**config.mk**
```make
export PLATFORM = sky130hd
export DESIGN_NAME = mem_responder
export DESIGN_NICKNAME = d
export VERILOG_FILES = /design/src/rtl/mem_responder.sv
export SDC_FILE = /design/constraint.sdc
export NUM_CORES = 1
export LEC_CHECK = 0
export ABC_AREA = 1
export ABC_CLOCK_PERIOD_IN_PS = 1500
export BUFFER_PORTS_ARGS = -buffer_cell sky130_fd_sc_hd__buf_4
export CAP_MARGIN = 20
export CELL_PAD_IN_SITES_DETAIL_PLACEMENT = 0
export CELL_PAD_IN_SITES_GLOBAL_PLACEMENT = 1
export CORE_MARGIN = 1.5
export CORE_UTILIZATION = 25
export DETAILED_ROUTE_END_ITERATION = 7
export PLACE_DENSITY = 0.8
export SYNTH_ARGS = -nofsm -noshare
export SYNTH_HDL_FRONTEND = slang
export SYNTH_SLANG_ARGS = --single-unit
```
**constraint.sdc**
```tcl
create_clock -name CLK -period 1.5 [get_ports CLK]
set_input_delay 0.225 -clock CLK [delete_from_list [all_inputs] [get_ports CLK]]
set_output_delay 0.225 -clock CLK [all_outputs]
set_load 0.03 [all_outputs]
```
**src/rtl/mem_responder.sv**
```systemverilog
// Memory-side responder: arbitrates I/D cache requests (D priority, I anti-starvation),
// runs one RAM transaction per grant and answers with a single-cycle wait-low response.
module mem_responder #(
   parameter int unsigned TIMEOUT  = 255,
   parameter logic [31:0] ERR_WORD = 32'hBAD1BAD1
) (
   input  logic        CLK,
   input  logic        RST,
   input  logic        iREN,
   input  logic [31:0] iaddr,
   output logic [31:0] iload,
   output logic        iwait,
   input  logic        dREN,
   input  logic        dWEN,
   input  logic [31:0] daddr,
   input  logic [31:0] dstore,
   output logic [31:0] dload,
   output logic        dwait,
   output logic        ramREN,
   output logic        ramWEN,
   output logic [31:0] ramaddr,
   output logic [31:0] ramstore,
   input  logic [31:0] ramload,
   input  logic [1:0]  ramstate,
   output logic        err
);

   typedef enum logic [1:0] {IDLE, D_ACC, I_ACC, RESP} state_t;

   localparam logic [1:0] RS_ACCESS = 2'b10;
   localparam logic [1:0] RS_ERROR  = 2'b11;
   localparam logic [7:0] TO_CNT    = 8'(TIMEOUT);

   state_t      state_q, state_d;
   logic [31:0] addr_q, addr_d;
   logic [31:0] wdata_q, wdata_d;
   logic        we_q, we_d;
   logic        srv_d_q, srv_d_d;
   logic [31:0] rdata_q, rdata_d;
   logic [7:0]  cnt_q, cnt_d;
   logic [1:0]  dstreak_q, dstreak_d;
   logic        err_q, err_d;

   always_ff @(posedge CLK) begin
      if (RST) begin
         state_q   <= IDLE;
         addr_q    <= '0;
         wdata_q   <= '0;
         we_q      <= 1'b0;
         srv_d_q   <= 1'b0;
         rdata_q   <= '0;
         cnt_q     <= '0;
         dstreak_q <= '0;
         err_q     <= 1'b0;
      end else begin
         state_q   <= state_d;
         addr_q    <= addr_d;
         wdata_q   <= wdata_d;
         we_q      <= we_d;
         srv_d_q   <= srv_d_d;
         rdata_q   <= rdata_d;
         cnt_q     <= cnt_d;
         dstreak_q <= dstreak_d;
         err_q     <= err_d;
      end
   end

   always_comb begin
      state_d   = state_q;
      addr_d    = addr_q;
      wdata_d   = wdata_q;
      we_d      = we_q;
      srv_d_d   = srv_d_q;
      rdata_d   = rdata_q;
      cnt_d     = cnt_q;
      dstreak_d = dstreak_q;
      err_d     = err_q;
      case (state_q)
         IDLE: begin
            // D wins unless I has already waited through two consecutive D grants
            if ((dREN || dWEN) && (!iREN || dstreak_q < 2'd2)) begin
               state_d   = D_ACC;
               addr_d    = daddr;
               wdata_d   = dstore;
               we_d      = dWEN;
               srv_d_d   = 1'b1;
               cnt_d     = '0;
               dstreak_d = !iREN ? 2'd0 : (dstreak_q == 2'd2) ? 2'd2 : dstreak_q + 2'd1;
            end else if (iREN) begin
               state_d   = I_ACC;
               addr_d    = iaddr;
               wdata_d   = '0;
               we_d      = 1'b0;
               srv_d_d   = 1'b0;
               cnt_d     = '0;
               dstreak_d = 2'd0;
            end
         end
         D_ACC, I_ACC: begin
            if (ramstate == RS_ACCESS) begin
               rdata_d = ramload;
               state_d = RESP;
            end else if (ramstate == RS_ERROR || cnt_q == TO_CNT) begin
               rdata_d = ERR_WORD;
               err_d   = 1'b1;
               state_d = RESP;
            end else begin
               cnt_d = cnt_q + 8'd1;
            end
         end
         RESP: state_d = IDLE;
         default: state_d = IDLE;
      endcase
   end

   always_comb begin
      ramREN   = 1'b0;
      ramWEN   = 1'b0;
      ramaddr  = '0;
      ramstore = '0;
      iwait    = 1'b1;
      dwait    = 1'b1;
      iload    = '0;
      dload    = '0;
      case (state_q)
         D_ACC: begin
            ramREN   = !we_q;
            ramWEN   = we_q;
            ramaddr  = addr_q;
            ramstore = wdata_q;
         end
         I_ACC: begin
            ramREN   = 1'b1;
            ramaddr  = addr_q;
            ramstore = wdata_q;
         end
         RESP: begin
            if (srv_d_q) begin
               dwait = 1'b0;
               dload = rdata_q;
            end else begin
               iwait = 1'b0;
               iload = rdata_q;
            end
         end
         default: ;
      endcase
      err = err_q;
   end

endmodule

```
### After elaboration in Yosys (flattened, before gate mapping)

Index checks and enable logic that the tools add are counted.

* bits in read-only memories: 0
* input bits: 135
* word-level logic and storage cells: 75
* register bits after elaboration: 111
* output and inout bits: 133
* memories: 0
* latch bits: 0
* bits in writable memories: 0

* $add $sub $neg: 2
* divide/modulo/power cells: 0
* bitwise gates (word level): 1
* equal/unequal tests: 11
* shift-type cells: 0
* magnitude comparators: 1
* $mul: 0
* reductions and logical operators: 16
* mux-type cells: 35

Operators with widths (count)
* $mux 32: 12
* $mux 8: 4
* $mux 2: 8
* $pmux 8 s2: 1
* $eq 2x2->1 const B: 5
* $add 8x1->8 const B: 1
* $eq 8x8->1 const B: 1
* $mux 1: 8
* $pmux 2 s3: 1
* $reduce_and 2->1: 3
* $reduce_bool 2->1: 3
* $ne 2x2->1 const B: 2
* $reduce_and 4->1: 1
* $logic_or 1x1->1: 3
* $ne 3x1->1 const B: 1
* $ne 3x3->1 const B: 1
* $reduce_and 3->1: 1
* $add 2x1->2 const B: 1
* $eq 2x1->1 const B: 1
* $logic_not 1->1: 2
* $logic_not 2->1: 1
* $lt 2x2->1 const B: 1
* $pmux 1 s2: 1
* $reduce_or 2->1: 1
* 2 further kinds: 2

### Logic depth before layout (Yosys ltp)

Gate-level depths: netlist of the first run.

* depth in word-level cells: 5
* gate-level depth with buffers: 11
* gate-level depth less buffers: 10

### Least setup slack after synthesis of the first run

No wires, ideal clock.

* path kind: reg2out
* start: register state_q[0]
* end: output port ramaddr[11]
* setup slack: -244 ps
* arrival time: 1519 ps
* cell stages (with the launch flop): 8
* data required time: 1275 ps
* path buffers: 3
* path through: dfxtp_1 -> inv_1 -> ha_1 -> buf_2 -> buf_2 -> buf_2 -> nand2_1 -> inv_1

* longest elaborated chain between the ends: 3
* elaborated cells on any way between the ends: 4
* classes of those cells: eq/ne: 2; mux: 1; reduce/logical: 1

Ends and longest elaborated chain
* start: declaration: line 34 `state_t state_q, state_d;`
* start signal: assignment: line 56 `state_q <= state_d;`
* $eq 2x2->1 / $eq 2x1->1 (equally long branches): line 125 `case (state_q)`
* $reduce_or 2->1 (no source line) *
* $mux 32 *: line 125
* end: declaration: line 21 `output logic [31:0] ramaddr,`

Every way passes the cells marked *; elsewhere a longest branch is shown, timed or not.

### Final worst setup path of the first run

* start: register state_q[1]
* end: output port dload[7]

* longest elaborated chain between the ends: 2

Ends and longest elaborated chain
* $eq 2x2->1: line 125
* $mux 32: line 125
* end: declaration: line 17 `output logic [31:0] dload,`

No other way between the ends.

==> impl_metrics.env, run 1 <==
export IMPL_status="finished, violations left"
export IMPL_violations="negative setup slack"
export IMPL_synth_nets=975
export IMPL_cp_slowest_stage_delay_ns=0.36
export IMPL_drt_initial_drc_count=191
export IMPL_switching_share_pct=43.6
export IMPL_cp_common_cell="buf_6"
export IMPL_setup_slack_ns=-0.395
export IMPL_gp_congestion=0.780
export IMPL_fin_nets=1280
export IMPL_viasPerCell=4.51
export IMPL_dpl_worst_slack_ns=-0.102
export IMPL_wire_per_inst_um=15.3
export IMPL_area_growth_pct=90.9
export IMPL_core_area_um2=21100
export IMPL_hold_violations=0
export IMPL_grt_pass1_vias=5689
export IMPL_synth_mux_area_share_pct=0.186
export IMPL_synth_simple_gate_area_share_pct=25.3
export IMPL_dieWidth_um=150
export IMPL_path_cells="buf_6, ha_4, nand2_8, buf_12, clkbuf_16, nor2_4, buf_6"
export IMPL_min_delay_path_depth=3
export IMPL_dp_hpwl_um=13200
export IMPL_cp_max_fo=8
export IMPL_fin_crit_ns=1.89
export IMPL_cp_num_buf_inv=4
export IMPL_synth_compound_area_share_pct=18.4
export IMPL_cts_sinks=111
export IMPL_clock_latency_ns=0.36
export IMPL_crit_family="buffers and inverters"
export IMPL_max_cap_violations=0
export IMPL_yosysWarnings=0
export IMPL_maxSlewHeadroom_pct=77.8
export IMPL_dp_cells=1370
export IMPL_detail_route_antenna_nets=0
export IMPL_numPortBuffers=267
export IMPL_synth_largest_area_cell="dfxtp_1"
export IMPL_hold_worst_slack_ns=0.109
export IMPL_synth_top_family_by_area="simple AND/OR/NAND/NOR gates"
export IMPL_p_switching_uw=7330
export IMPL_setup_viol=173
export IMPL_ios=268
export IMPL_finalMaxSlewViolations=0
export IMPL_htree_num_levels=3
export IMPL_crit_path_start_kind="flop"
export IMPL_slowest_stage="dfxtp_2"
export IMPL_synthesis_area_um2=5400
export IMPL_cts_tree="built"
export IMPL_yosysSeqAreaShare_pct=41.2
export IMPL_p_leak_uw=0.00473
export IMPL_min_delay_start="daddr[8]"
export IMPL_grt_max_degree=58
export IMPL_die_area_um2=22500
export IMPL_rr_endpoint="cnt_q[7]"
export IMPL_drive_above_1_share_pct=51.3
export IMPL_cts_root_buf="clkbuf_16"
export IMPL_cts_buffer_depth=2
export IMPL_comb_power_share_pct=61.1
export IMPL_fmax_mhz=528
export IMPL_grt_pass1_wl_um=28400
export IMPL_seqPwrFrac_pct=25.1
export IMPL_synth_top_cell_area_share_pct=41.2
export IMPL_rows=53
export IMPL_vias=6384
export IMPL_synth_area_leaders="dfxtp_1 41%, nand2_1 16%, a21oi_1 13%"
export IMPL_finalNonFillerCells=1417
export IMPL_fin_total_pwr_uw=16800
export IMPL_routed_wl_um=21700
export IMPL_ys_types=24
export IMPL_gr_usage_all_layers_pct=16.0
export IMPL_pwr_share_clk_pct=13.8
export IMPL_clk_pin_slew_ns=0.08
export IMPL_firstDrtPassIters=4
export IMPL_cts_inserted_buffers=9
export IMPL_tightest_slew_ns=0.333
export IMPL_syn_inst=833
export IMPL_skew_ns=0.0125
export IMPL_drc_errors=0
export IMPL_worstSetupEndpointType="output pin"
export IMPL_ir_drop_mv=1.07
export IMPL_avgSynthCellArea_um2=6.48
export IMPL_required_ns=1.27
export IMPL_pwr_density_cell_nw_per_um2=1630
export IMPL_hp_class="input port to flop"
export IMPL_antenna_cells=0
export IMPL_start_util_pct=25.6
export IMPL_critPathArrivalTime_ns=1.67
export IMPL_synth_xor_xnor_area_share_pct=0
export IMPL_overflow=0
export IMPL_ys_seq_elements=111
export IMPL_synthAdderAreaFrac_pct=1.62
export IMPL_fin_crit_sh_pct=126
export IMPL_intPower_uw=9480
export IMPL_rsz0062_at_grt="true"
export IMPL_critPathKind="flop to output pin"
export IMPL_ctsHoldBuffers=0
export IMPL_die_y_um=150
export IMPL_antenna_found_initial=0
export IMPL_worstRegToRegCells=11
export IMPL_holdPathEnd="addr_q[8]"
export IMPL_rrSetupSlack_ns=-0.20
export IMPL_r2r_start="state_q[1]"
[cells by family (layout without fill, tap and decap cells)]
logic type / Yosys count / in the layout
buffers and inverters: 175 / 484
and+or+nand+nor: 344 / 344
AOI/OAI and AO/OA: 195 / 195
DFF: 111 / 111
muxes: 1 / 1
adders and majority gates: 7 / 7
[sequential cells by signal, indices dropped and copies added (netlist names)]
name / count
dstreak_q: 2
addr_q: 32
cnt_q: 8
state_q: 2
wdata_q: 32
rdata_q: 32
we_q: 1
srv_d_q: 1
err: 1
[area by class of cell]
class,instances,area (um^2)
inverter,123,477
clock inverter,5,43.8
multi-input combinational,547,3410
timing repair buffer,345,3560
clock buffer,10,229
timing repair inverter,1,11.3
sequential,111,2220
fill,1998,10800
tap,275,344
[placed cells by master, fill, tap and decap left out, types with 2 or more instances in the layout]
cell       netlist  final
o21ai_1          0      4
inv_8            0      3
clkbuf_16        0     18
buf_6            4    129
inv_1          122     74
nand3_2          0      3
buf_8            0      7
o21ai_0         51     33
a21oi_1        141    113
nor2_4           2     65
inv_2            1     47
ha_2             0      2
nand2_2          5     31
ha_1             7      2
nand2_4          1     16
dfxtp_1        111    109
nand2_8          0      4
buf_4            2    179
nor2_1          82     18
o21ai_2          0     14
a21oi_2          0     27
nand3_1         16     12
dfxtp_2          0      2
buf_16           0      2
or2_2            5      5
ha_4             0      3
buf_12           0     19
nand2_1        231    186
clkinv_4         0      4
[per-layer routing]
| layer | GRT usage, % | vias to the layer above | share of wire [%] |
|---|---|---|---|
| met5 | 0 | - | 0 |
| li1 | - | 3178 | - |
| met2 | 27.4 | 222 | 51 |
| met4 | 4.80 | 0 | 2.5 |
| met1 | 19.4 | 2950 | 40 |
| met3 | 4.21 | 34 | 6.9 |
[power groups by stage]
stage | clock network [uW] | logic, uW | registers (uW)
global placement | 0 | 7330 | 4200
CTS | 2430 | 8560 | 4170
finish | 2310 | 10300 | 4220
floorplan | 0 | 4610 | 4130
global route | 2540 | 11000 | 4310
detailed placement | 0 | 7350 | 4200
[worst max path at each step]
stage	from	end	slack [ns]	cells past startpoint
finish	state_q[1]	dload[7]	-0.39	7
global route	state_q[0]	dload[7]	-0.46	7
CTS	state_q[1]	dload[8]	-0.35	7
detailed placement	state_q[1]	cnt_q[7]	-0.10	9
global placement	state_q[1]	cnt_q[7]	-0.09	9
floorplan	state_q[1]	dload[25]	-0.02	4
[cell usage after synthesis, drive strengths merged]
cell type,n
a21oi,141
mux2i,1
ha,7
buf,32
dfxtp,111
nand2,237
clkbuf,20
nand4,1
nor2,84
nand3,16
or2,6
o21ai,52
o211ai,1
inv,123
a31oi,1
[worst reg2reg max path, stage by stage, from the launching register on]
cell,delay [ns]
dfxtp_2,0.36
inv_2,0.06
ha_4,0.31
buf_4,0.13
buf_12,0.13
buf_6,0.10
nand2_2,0.06
nand2_4,0.10
buf_12,0.13
nand2_8,0.06
nor2_1,0.11
nor2_1,0.05
[through the flow]
| step | area (um^2) | setup TNS [ns] | utilization (%) |
|---|---|---|---|
| floorplan | 5450 | -1.12 | - |
| global placement | 8030 | -2.92 | 38.1 |
| detailed placement | 8030 | -4.64 | 38.1 |
| CTS | 8860 | -42.49 | 42.0 |
| global route | 10300 | -54.85 | 48.8 |
| finish | 10300 | -44.47 | 48.8 |
[what timing repair did]
item / 4_1_cts / 5_1_grt
cloned: 2 / 11
setup buffers: 7 / 14
pin swaps: 22 / 23
setup endpoints to repair: 164 / 173
gates resized for setup: 126 / 329
No activity file was read; power rests on OpenSTA's default activity.
==> run 2, diff against run 1 <==
--- a/config.mk
+++ b/config.mk
@@ -5,8 +5,7 @@
 export SDC_FILE = /design/constraint.sdc
 export NUM_CORES = 1
 export LEC_CHECK = 0
-export ABC_AREA = 1
-export ABC_CLOCK_PERIOD_IN_PS = 1500
+export ABC_CLOCK_PERIOD_IN_PS = 2150
 export BUFFER_PORTS_ARGS = -buffer_cell sky130_fd_sc_hd__buf_4
 export CAP_MARGIN = 20
 export CELL_PAD_IN_SITES_DETAIL_PLACEMENT = 0
@@ -14,7 +13,8 @@
 export CORE_MARGIN = 1.5
 export CORE_UTILIZATION = 25
 export DETAILED_ROUTE_END_ITERATION = 7
-export PLACE_DENSITY = 0.8
+export PLACE_DENSITY = 0.73
+export SLEW_MARGIN = 20
 export SYNTH_ARGS = -nofsm -noshare
 export SYNTH_HDL_FRONTEND = slang
 export SYNTH_SLANG_ARGS = --single-unit
==> constraint.sdc (replaced) <==
create_clock -name CLK -period 2.15 [get_ports CLK]
set_input_delay 0.3225 -clock CLK [delete_from_list [all_inputs] [get_ports CLK]]
set_output_delay 0.3225 -clock CLK [all_outputs]
set_load 0.03 [all_outputs]
==> impl_metrics.env, run 2 <==
export IMPL_fin_crit_ns=2.05
export IMPL_fin_util_pct=37.8
export IMPL_drc_errors=0
export IMPL_grt_pass1_vias=4903
export IMPL_cts_tree="built"
export IMPL_setup_viol=0
export IMPL_critPathKind="flop to output pin"
export IMPL_start_util_pct=25.4
export IMPL_firstDrtPassIters=4
export IMPL_layout_common_cells="281 x buf_4, 109 x dfxtp_1, 98 x and2_1"
export IMPL_routed_wl_um=17200
export IMPL_layout_commonest_cell="buf_4"
export IMPL_dp_hpwl_um=12300
export IMPL_p_leak_uw=0.00382
export IMPL_worstRegToRegCells=8
export IMPL_max_cap_violations=0
export IMPL_fin_nets=991
export IMPL_tightest_slew_ns=0.532
export IMPL_synth_common_cells="111 x dfxtp_1, 98 x and2_1, 93 x nor2_1"
export IMPL_hp_class="input port to flop"
export IMPL_dieWidth_um=149
export IMPL_dp_cells=1111
export IMPL_synth_most_common_cell="dfxtp_1"
export IMPL_grt_pass1_wl_um=26200
export IMPL_antenna_cells=0
export IMPL_gr_usage_all_layers_pct=15.1
export IMPL_synthesis_area_um2=5350
export IMPL_drt_initial_drc_count=174
export IMPL_skew_ns=0.0115
export IMPL_synth_async_sr_flop_share_pct=0
export IMPL_overflow=0
export IMPL_antenna_found_initial=0
export IMPL_cts_buffer_depth=2
export IMPL_synth_top_cell_area_share_pct=41.6
export IMPL_yosysWarnings=0
export IMPL_hold_violations=0
export IMPL_yosysSeqAreaShare_pct=41.6
export IMPL_min_delay_path_depth=3
export IMPL_cp_slowest_stage_delay_ns=0.36
export IMPL_wire_per_inst_um=15.3
export IMPL_ios=268
export IMPL_ys_seq_elements=111
export IMPL_area_growth_pct=48.8
export IMPL_rsz0062_at_grt="false"
export IMPL_cts_root_buf="clkbuf_16"
export IMPL_die_area_um2=22300
export IMPL_crit_cells=6
export IMPL_fillCellCount=2227
export IMPL_numPortBuffers=267
export IMPL_pwr_density_cell_nw_per_um2=1220
export IMPL_htree_num_levels=3
export IMPL_grt_max_degree=65
export IMPL_worstSetupEndpointType="output pin"
export IMPL_largestRegisters="addr_q: 32 flops, rdata_q: 32 flops, wdata_q: 32 flops"
export IMPL_synth_ff_type="dfxtp_1"
export IMPL_rows=53
export IMPL_avgSynthCellArea_um2=8.82
export IMPL_fmax_mhz=487
export IMPL_synth_area_leaders="dfxtp_1 42%, and2_1 11%, a22oi_1 6.6%"
export IMPL_crit_path_start_kind="flop"
export IMPL_cp_max_fo=6
export IMPL_cp_num_buf_inv=4
export IMPL_finalMaxSlewViolations=0
export IMPL_tns_ns=0
export IMPL_required_ns=1.83
export IMPL_syn_inst=606
export IMPL_synth_largest_area_cell="dfxtp_1"
export IMPL_finalNonFillerCells=1128
export IMPL_status="completed"
export IMPL_ir_drop_mv=0.717
export IMPL_crit_family="buffers and inverters"
export IMPL_path_cells="inv_1, ha_4, inv_1, buf_4, nor2_1, buf_4"
export IMPL_critPathArrivalTime_ns=1.73
export IMPL_detail_route_antenna_nets=0
export IMPL_slowest_stage="dfxtp_2"
export IMPL_synth_edff_count=0
export IMPL_viasPerCell=4.63
export IMPL_drive_above_1_share_pct=38.1
export IMPL_clk_pin_slew_ns=0.08
export IMPL_ys_types=43
export IMPL_vias=5219
export IMPL_core_area_um2=21000
export IMPL_cts_sinks=111
export IMPL_die_y_um=149
export IMPL_maxSlewHeadroom_pct=64.5
export IMPL_fin_crit_sh_pct=95.5
export IMPL_clock_latency_ns=0.36
export IMPL_cts_inserted_buffers=9
export IMPL_synth_nets=748
export IMPL_gp_congestion=0.744
## run 2: cell families after synthesis
kind of cell	synth area share, %
compound gates	19.2
fa+ha+maj	1.64
buf+inv	5.57
flops	41.6
mux	5.99
simple gates	26.0
## run 2: worst paths after layout
check	to	slack (ns)	from
min	wdata_q[4]	0.20	dstore[4]
min reg2reg	err	0.47	err
max	ramREN	0.1	state_q[0]
max reg2reg	cnt_q[2]	0.26	state_q[1]
## run 2: what timing repair did
| action | CTS | global route |
|---|---|---|
| endpoints found under the setup margin | 64 | 65 |
| endpoints found under the hold margin | 0 | 0 |
| pin swaps | 0 | 1 |
| resized for setup | 2 | 2 |
| cloned | 1 | 0 |
| buffers inserted | 0 | 1 |
| hold buffers | 0 | 0 |
## run 2: layout make-up
type / instances / area (um^2) / area share, %
clock inverter: 6 / 55.1 / 0.692
timing repair buffer: 286 / 2220 / 27.9
tap: 275 / 344 / 4.32
multi-input combinational: 430 / 2850 / 35.8
inverter: 11 / 41.3 / 0.519
sequential: 111 / 2220 / 28.0
clock buffer: 9 / 225 / 2.83
## run 2: layer usage
metal / global-route usage [%] / vias up / part of all wire (%)
li1: - / 2649 / -
met1: 18.2 / 2332 / 43
met2: 25.3 / 221 / 46
met3: 4.43 / 17 / 9.1
met4: 5.45 / 0 / 1.8
met5: 0 / - / 0
## run 2: power breakdown
part / leakage [uW] / internal [uW] / total (uW) / switching [uW]
Clock: 0.000138 / 803 / 1630 / 828
Sequential: 0.000914 / 2630 / 2930 / 303
Combinational: 0.00277 / 2010 / 5110 / 3100
Total: 0.00382 / 5440 / 9670 / 4230
## run 2: tightest hold or removal path, stage by stage
cell and delay (ns):
buf_4 0.08, a22oi_1 0.05, nor2_1 0.07
## run 2: per-stage QoR
step                setup WS [ns]  cell area, um^2  hold WS, ns  total power (uW)
floorplan                   0.163             5350        0.454              6180
global placement            0.214             7630        0.458              7850
detailed placement          0.172             7630        0.465              7870
CTS                       0.00922             7950        0.185              9810
global route              0.00232             7960        0.192             10400
finish                     0.0963             7960        0.199              9670
==> run 3, diff against run 2 <==
--- a/config.mk
+++ b/config.mk
@@ -13,7 +13,8 @@
 export CORE_MARGIN = 1.5
 export CORE_UTILIZATION = 25
 export DETAILED_ROUTE_END_ITERATION = 7
-export PLACE_DENSITY = 0.73
+export PLACE_DENSITY = 0.6
+export SETUP_SLACK_MARGIN = 0.05
 export SLEW_MARGIN = 20
 export SYNTH_ARGS = -nofsm -noshare
 export SYNTH_HDL_FRONTEND = slang
==> impl_metrics.env, run 3 (synthesized netlist as in run 2, its figures left out) <==
export IMPL_drt_initial_drc_count=227
export IMPL_p_leak_uw=0.00383
export IMPL_die_y_um=149
export IMPL_grt_max_degree=65
export IMPL_cts_tree="built"
export IMPL_worstSetupEndpointType="output pin"
export IMPL_critPathKind="flop to output pin"
export IMPL_fin_nets=990
export IMPL_ff_latch_area_um2=2220
export IMPL_crit_path_start_kind="flop"
export IMPL_antenna_found_initial=0
export IMPL_fillCellCount=2162
export IMPL_min_delay_start="dstore[24]"
export IMPL_core_area_um2=21000
export IMPL_dp_hpwl_um=13200
export IMPL_dieWidth_um=149
export IMPL_overflow=0
export IMPL_p_switching_uw=4180
export IMPL_layout_common_cells="279 x buf_4, 109 x dfxtp_1, 98 x and2_1"
export IMPL_cts_root_buf="clkbuf_16"
export IMPL_cts_sinks=111
export IMPL_tns_ns=0
export IMPL_intPower_uw=5620
export IMPL_ctsHoldBuffers=0
export IMPL_critPathArrivalTime_ns=1.70
export IMPL_numPortBuffers=267
export IMPL_switching_share_pct=42.6
export IMPL_required_ns=1.83
export IMPL_ir_drop_mv=0.660
export IMPL_htree_num_levels=3
export IMPL_status="completed"
export IMPL_fin_crit_ns=2.03
export IMPL_pwr_share_clk_pct=17.8
export IMPL_cts_inserted_buffers=9
export IMPL_setup_viol=0
export IMPL_maxSlewHeadroom_pct=54.2
export IMPL_clk_pin_slew_ns=0.07
export IMPL_grt_pass1_vias=5078
export IMPL_antenna_cells=0
export IMPL_tightest_slew_ns=0.686
export IMPL_drive_above_1_share_pct=38.2
export IMPL_rrSetupSlack_ns=0.32
export IMPL_rows=53
export IMPL_start_util_pct=25.4
export IMPL_grt_pass1_wl_um=26900
export IMPL_cp_slowest_stage_delay_ns=0.37
export IMPL_vias=5222
export IMPL_pwr_density_cell_nw_per_um2=1230
export IMPL_viasPerCell=4.63
export IMPL_routed_wl_um=17700
export IMPL_cp_max_fo=22
export IMPL_path_cells="inv_1, ha_4, buf_12, and2_1, buf_4"
export IMPL_gr_usage_all_layers_pct=15.4
export IMPL_drc_errors=0
export IMPL_max_cap_violations=0
export IMPL_layout_commonest_cell="buf_4"
export IMPL_die_area_um2=22300
export IMPL_ios=268
export IMPL_firstDrtPassIters=5
export IMPL_clock_latency_ns=0.35
export IMPL_fin_crit_sh_pct=94.3
export IMPL_fmax_mhz=493
export IMPL_comb_power_share_pct=51.9
export IMPL_r2r_start="state_q[0]"
export IMPL_gp_congestion=0.773
export IMPL_rsz0062_at_grt="true"
export IMPL_seqPwrFrac_pct=30.2
export IMPL_fin_util_pct=38.0
export IMPL_hold_violations=0
export IMPL_largestRegisters="addr_q: 32 flops, rdata_q: 32 flops, wdata_q: 32 flops"
export IMPL_hp_class="input port to flop"
export IMPL_wire_per_inst_um=15.7
export IMPL_critPathLaunch="state_q[0]"
export IMPL_slowest_stage="ha_4"
export IMPL_cts_buffer_depth=2
export IMPL_area_growth_pct=49.3
export IMPL_finalMaxSlewViolations=0
export IMPL_skew_ns=0.00987
export IMPL_detail_route_antenna_nets=0
export IMPL_multi_input_area_um2=2850
[run 3: cell types whose count changed in the layout (fill, tap and decap cells not counted), sizes merged]
cell	previous run	this run
buf	286	284
bufinv	0	1
clkbuf	9	13
clkinv	4	1
clkinvlp	0	2
inv	13	11
[run 3: routing by layer]
metal,GRT usage [%],share of wire (%),up-vias
li1,-,-,2635
met1,19.7,44,2337
met2,24.4,45,234
met3,5.38,9.7,16
met4,4.55,1.0,0
met5,0,0,-
[run 3: critical path, delay by kind of cell (launching register included)]
kind / cells / cell delay (ns)
and+or+nand+nor: 1 / 0.17
adders and majority gates: 1 / 0.37
DFF: 1 / 0.36
buffers and inverters: 3 / 0.44
[run 3: worst paths after layout]
kind	end	cells past startpoint
hold / removal	wdata_q[24]	3
setup reg to reg	rdata_q[27]	7
setup / recovery	ramstore[29]	5
hold reg to reg	err	2
[run 3: power groups by stage]
| stage | clock network (uW) | logic (uW) | registers, uW |
|---|---|---|---|
| floorplan | 0 | 3300 | 2880 |
| global placement | 0 | 4760 | 2970 |
| detailed placement | 0 | 4800 | 3000 |
| CTS | 1830 | 4960 | 2960 |
| global route | 1920 | 5590 | 3040 |
| finish | 1750 | 5090 | 2960 |
[run 3: area by class of cell]
class                      instances  share of cell area [%]
clock buffer                      12                    3.21
inverter                          11                   0.517
clock inverter                     4                   0.674
timing repair buffer             285                    27.7
multi-input combinational        430                    35.7
sequential                       111                    27.9
tap                              275                    4.31
[run 3: through the flow]
step | hold slack, ns | area [um^2] | cells | power, uW | setup slack, ns
2_1_floorplan | 0.454 | 5350 | 606 | 6180 | 0.163
3_3_place_gp | 0.469 | 7600 | 1111 | 7730 | 0.250
3_5_place_dp | 0.476 | 7600 | 1111 | 7800 | 0.221
4_1_cts | 0.193 | 7940 | 1127 | 9740 | 0.0627
5_1_grt | 0.201 | 7980 | 1128 | 10600 | 0.0447
6_report | 0.209 | 7980 | 1128 | 9800 | 0.123
[run 3: timing repair]
item,CTS,global route
gates resized for setup,6,6
endpoints found under the setup margin,65,99
cloned,0,1
buffers inserted,0,0
pin swaps,0,1
